==> src/rtl/exe_issue_decoder.sv <==
// Decode/issue stage: turns instruction words into registered ALU commands,
// stalling on register hazards tracked by a writeback-cleared scoreboard.
package exe_defs_pkg;
  localparam int WORD_LEN = 32;

  typedef enum logic [3:0] {
    EXE_ADD = 4'd0,
    EXE_SUB = 4'd1,
    EXE_AND = 4'd2,
    EXE_OR  = 4'd3,
    EXE_XOR = 4'd4,
    EXE_NOR = 4'd5,
    EXE_SLA = 4'd6,
    EXE_SLL = 4'd7,
    EXE_SRA = 4'd8,
    EXE_SRL = 4'd9
  } execmd_t;
endpackage

module exe_issue_decoder #(
  parameter int WORD_LEN  = exe_defs_pkg::WORD_LEN,
  parameter int INSTR_LEN = 32,
  parameter int REG_COUNT = 32
) (
  input  logic                   clk,
  input  logic                   rst,
  input  logic                   instr_valid,
  output logic                   instr_ready,
  input  logic [INSTR_LEN-1:0]   instr,
  output logic [4:0]             rs1_addr,
  output logic [4:0]             rs2_addr,
  input  logic [WORD_LEN-1:0]    rs1_data,
  input  logic [WORD_LEN-1:0]    rs2_data,
  output logic                   exe_valid,
  input  logic                   exe_ready,
  output exe_defs_pkg::execmd_t  EXE_CMD,
  output logic [WORD_LEN-1:0]    val1,
  output logic [WORD_LEN-1:0]    val2,
  output logic [4:0]             exe_dest,
  input  logic                   wb_valid,
  input  logic [4:0]             wb_addr,
  output logic                   illegal_op
);
  import exe_defs_pkg::*;

  typedef enum logic [1:0] {V2_REG, V2_SEXT, V2_ZEXT, V2_SHAMT} v2sel_t;

  logic [5:0]           opcode;
  logic [4:0]           rd, rs1, rs2;
  logic [15:0]          imm;
  logic                 is_reg, is_imm, is_nop, is_illegal;
  execmd_t              cmd;
  v2sel_t               v2sel;
  logic [WORD_LEN-1:0]  rs1_val, rs2_val, val2_d;
  logic [REG_COUNT-1:0] sb, sb_nxt;
  logic                 hazard, accept, issue;

  assign opcode   = instr[31:26];
  assign rd       = instr[25:21];
  assign rs1      = instr[20:16];
  assign rs2      = instr[15:11];
  assign imm      = instr[15:0];
  assign rs1_addr = rs1;
  assign rs2_addr = rs2;

  always_comb begin
    is_reg = 1'b0;
    is_imm = 1'b0;
    is_nop = 1'b0;
    cmd    = EXE_ADD;
    v2sel  = V2_REG;
    case (opcode)
      6'h00: is_nop = 1'b1;
      6'h01: begin is_reg = 1'b1; cmd = EXE_ADD; end
      6'h02: begin is_reg = 1'b1; cmd = EXE_SUB; end
      6'h03: begin is_reg = 1'b1; cmd = EXE_AND; end
      6'h04: begin is_reg = 1'b1; cmd = EXE_OR;  end
      6'h05: begin is_reg = 1'b1; cmd = EXE_XOR; end
      6'h06: begin is_reg = 1'b1; cmd = EXE_NOR; end
      6'h07: begin is_reg = 1'b1; cmd = EXE_SLA; end
      6'h08: begin is_reg = 1'b1; cmd = EXE_SLL; end
      6'h09: begin is_reg = 1'b1; cmd = EXE_SRA; end
      6'h0A: begin is_reg = 1'b1; cmd = EXE_SRL; end
      6'h21: begin is_imm = 1'b1; cmd = EXE_ADD; v2sel = V2_SEXT;  end
      6'h22: begin is_imm = 1'b1; cmd = EXE_SUB; v2sel = V2_SEXT;  end
      6'h23: begin is_imm = 1'b1; cmd = EXE_AND; v2sel = V2_ZEXT;  end
      6'h24: begin is_imm = 1'b1; cmd = EXE_OR;  v2sel = V2_ZEXT;  end
      6'h25: begin is_imm = 1'b1; cmd = EXE_XOR; v2sel = V2_ZEXT;  end
      6'h28: begin is_imm = 1'b1; cmd = EXE_SLL; v2sel = V2_SHAMT; end
      6'h29: begin is_imm = 1'b1; cmd = EXE_SRL; v2sel = V2_SHAMT; end
      default: ;
    endcase
  end

  assign is_illegal = ~(is_reg | is_imm | is_nop);

  // r0 reads as zero no matter what the register file returns
  assign rs1_val = (rs1 == 5'd0) ? '0 : rs1_data;
  assign rs2_val = (rs2 == 5'd0) ? '0 : rs2_data;

  always_comb begin
    case (v2sel)
      V2_SEXT:  val2_d = {{(WORD_LEN-16){imm[15]}}, imm};
      V2_ZEXT:  val2_d = {{(WORD_LEN-16){1'b0}}, imm};
      V2_SHAMT: val2_d = {{(WORD_LEN-5){1'b0}}, imm[4:0]};
      default:  val2_d = rs2_val;
    endcase
  end

  // rs2 only matters for register forms; rd covers write-after-write
  assign hazard      = sb[rs1] | (is_reg & sb[rs2]) | sb[rd];
  assign instr_ready = ~hazard & (~exe_valid | exe_ready);
  assign accept      = instr_valid & instr_ready;
  assign issue       = accept & (is_reg | is_imm);

  // Clear first so a same-cycle set on the same bit wins
  always_comb begin
    sb_nxt = sb;
    if (wb_valid) sb_nxt[wb_addr] = 1'b0;
    if (issue && rd != 5'd0) sb_nxt[rd] = 1'b1;
    sb_nxt[0] = 1'b0;
  end

  always_ff @(posedge clk) begin
    if (rst) begin
      exe_valid  <= 1'b0;
      EXE_CMD    <= EXE_ADD;
      val1       <= '0;
      val2       <= '0;
      exe_dest   <= '0;
      illegal_op <= 1'b0;
      sb         <= '0;
    end else begin
      illegal_op <= accept & is_illegal;
      sb         <= sb_nxt;
      if (issue) begin
        exe_valid <= 1'b1;
        EXE_CMD   <= cmd;
        val1      <= rs1_val;
        val2      <= val2_d;
        exe_dest  <= rd;
      end else if (exe_ready) begin
        exe_valid <= 1'b0;
      end
    end
  end
endmodule

==> config.mk <==
export PLATFORM = sky130hd
export DESIGN_NAME = exe_issue_decoder
export DESIGN_NICKNAME = d
export VERILOG_FILES = /design/src/rtl/exe_issue_decoder.sv
export SDC_FILE = /design/constraint.sdc
export NUM_CORES = 1
export LEC_CHECK = 0
export CAP_MARGIN = 20
export CORE_ASPECT_RATIO = 0.7
export CORE_MARGIN = 2
export CORE_UTILIZATION = 50
export CTS_CLUSTER_DIAMETER = 60
export DETAILED_ROUTE_END_ITERATION = 8
export GPL_ROUTABILITY_DRIVEN = 0
export PLACE_DENSITY_LB_ADDON = 0.15
export RECOVER_POWER = 50
export SYNTH_ARGS = -nofsm -noshare
export SYNTH_HDL_FRONTEND = slang
export SYNTH_SLANG_ARGS = --single-unit
==> constraint.sdc <==
create_clock -name clk -period 11.2 [get_ports clk]
set_input_delay 3.36 -clock clk [delete_from_list [all_inputs] [get_ports clk]]
set_output_delay 3.36 -clock clk [all_outputs]
set_load 0.05 [all_outputs]
==> key figures <==
Status
  – Outcome: finished with violations
  – Failing checks: max-capacitance violations, max-slew violations

Critical path
  – RR Startpoint: sb[17]
  – Crit path depth: 7
  – Top cell family by delay on the critical path: buffers and inverters
  – Worst Setup EP: instr_ready
  – Reg2reg end: sb[2]
  – CP Launch Type: primary input
  – Reg-to-reg slack, setup: 5.32 ns
  – Crit-path cells: dlygate4sd3_1 -> mux4_2 -> mux2_2 -> a221o_1 -> nand4b_2 -> and3_1 -> clkdlybuf4s50_1
  – Buf+Inv Stages, Crit Path: 2
  – Crit path capture type: output pin
  – Worst path required time: 7.84 ns
  – CP max FO: 12
  – Highest-delay cell along the critical path: dlygate4sd3_1
  – Crit path DAT: 6.66 ns
  – Slowest stage delay, CP: 0.95 ns
  – Critical Path Source: instr[11]
  – Crit Path Category: primary input to output pin
  – Reg2Reg Depth: 8

Clocking
  – CTS root buf: clkbuf_16
  – Hold_buf cts: 0
  – Clock slew at reported path FFs: 0.07 ns
  – H-tree Lvls: 3
  – Resize count post-CTS: 0
  – Clock Sinks: 106
  – Post-CTS Setup Bufs: 0
  – TritonCTS Buffers: 9
  – CTS tree: yes
  – Maximum root-to-sink buffer count: 2
  – Worst-Skew Late Latency: 0.35 ns

STA
  – Final Hold Vio Count: 0
  – Setup violators final: 0
  – Setup TNS: 0 ns
  – Slew @ Worst Pin: 4.08 ns
  – Tmin final: 10.02 ns
  – Max-slew violation count: 104
  – Slew HR: -172%
  – RSZ-0062 raised after global routing: no
  – Clock skew: 0.00705 ns
  – Hold Worst Slack: 0.457 ns
  – Maximum clock rate: 0.0998 GHz
  – Fin worst setup slack: 1.18 ns
  – Crit share post-route: 89.5%

Synth
  – Synthesized area: 5850 µm²
  – Asr flop ratio synth: 0%
  – Mapped Avg Cell Area: 9.13 µm²
  – Yosys top cell area share: 36.3%
  – Synth cell types: 61
  – Synth warn: 0
  – Yosys reg bits: 106
  – Primary FF master, synth: dfxtp_1
  – Seq/Total Area, Yosys: 36.3%
  – Synthesized instance count: 641
  – Area leader, netlist: dfxtp_1
  – Net Count, Synth: 747
  – Ranking of synthesized cells by area: dfxtp_1 36%, mux2i_1 10%, nand2_1 6.7%
  – Post-synth EDFFs: 0

Die
  – Ports: 192
  – Die W: 133 µm
  – Die height: 94.5 µm
  – Num rows: 33
  – Die Footprint: 12600 µm²
  – Initial Util: 50.6%
  – Core Area: 11600 µm²

Power and ir drop
  – Pwr Total: 942 µW
  – PwrDens: 118 nW/µm²
  – Max IR drop VDD: 78.5 µV
  – Leakage Power: 3.17 nW

Final layout
  – Layout cells sized above 1: 8.05%
  – Final std cells w/o fill: 940
  – # nets final: 886
  – Most common cell after layout, fill and taps aside: clkdlybuf4s50_1
  – Most frequent cells in the layout: 114 x clkdlybuf4s50_1, 106 x dfxtp_1, 105 x nand2_1
  – Fin area: 7980 µm²
  – Diodes inserted: 0
  – P&R area growth vs syn: 36.3%
  – Final Util: 69.0%

Hold path
  – Class of the worst hold path: register to register

GRT
  – Vias in the first global route: 5677
  – Initial antenna violation count: 0
  – GR Overflow Total: 0
  – Largest net degree at the start of global routing: 73
  – First-pass GRT wire length: 30000 µm
  – GRT Total Usage: 29.8%

Run
  – Number of max-cap violations: 2

Place
  – Port bufs: 191
  – DP Wirelength: 13100 µm
  – Setup WS pre-CTS: 1.27 ns
  – # placed instances: 926
  – Dpl cell area: 7690 µm²

Detailed routing
  – DRC viols: 0
  – Iteration count of the initial detailed-routing pass: 5
  – Routed len/inst: 20.1 µm
  – Initial DRC Count: 641
  – Drt total wl: 18900 µm
  – Vias: 5897
  – Antenna Violating Nets Remaining: 0
  – DR vias/cell: 6.27
-- worst reg2reg max path: cells and delay by family (launching register included) --
family,cells,cell delay (ns)
compound gates,3,0.94
flops,1,0.42
simple gates,2,0.50
mux,1,0.11
buf+inv,2,3.60
-- cell type report --
type | count | area [µm²]
multi-input combinational | 452 | 3320
clock inverter | 4 | 77.6
inverter | 6 | 22.5
tap | 157 | 196
sequential | 106 | 2120
fill | 898 | 3580
timing repair buffer | 205 | 2010
clock buffer | 10 | 229
-- cells in the mapped netlist (16+ instances only) --
cell type,n
a22oi_1,17
a21oi_1,26
dfxtp_1,106
o31ai_1,19
clkbuf_1,38
mux2i_1,60
nand3_1,21
a41oi_1,33
buf_2,16
nand2_1,105
o211ai_1,17
a211oi_1,34
-- power breakdown --
part | switching [mW] | internal (mW)
clock network | 0.140 | 0.195
logic | 0.127 | 0.0847
registers | 0.00631 | 0.389
-- worst min-delay path by stage --
stage	cells past startpoint	from	endpoint
floorplan	2	sb[18]	sb[18]
detailed placement	2	exe_dest[1]	exe_dest[1]
finish	2	exe_dest[3]	exe_dest[3]
global route	2	exe_dest[2]	exe_dest[2]
CTS	2	exe_dest[2]	exe_dest[2]
global placement	2	val1[3]	val1[3]
-- sequential cells by signal (all words and copies together), names as in the netlist --
register and flops:
val1 32, val2 32, sb 31, exe_dest 5, EXE_CMD 4, exe_valid 1, illegal_op 1
-- metal layers --
metal  vias to the layer above  wire, µm  track usage, %
li1                       2705         -               -
met3                        45      2350            9.77
met1                      2775      7810            40.4
met5                         -         0               0
met2                       372      8360            45.1
met4                         0       397            10.1
-- kinds of logic after synthesis --
kind of cell / after synthesis / share of synthesized area [%]
and+or+nand+nor: 193 / 16.2
AOI/OAI and AO/OA: 182 / 24.5
DFF: 106 / 36.3
muxes: 75 / 15.7
buffers and inverters: 83 / 7.14
xor gates and xnor gates: 2 / 0.299
(Power assumes the default switching activity.)
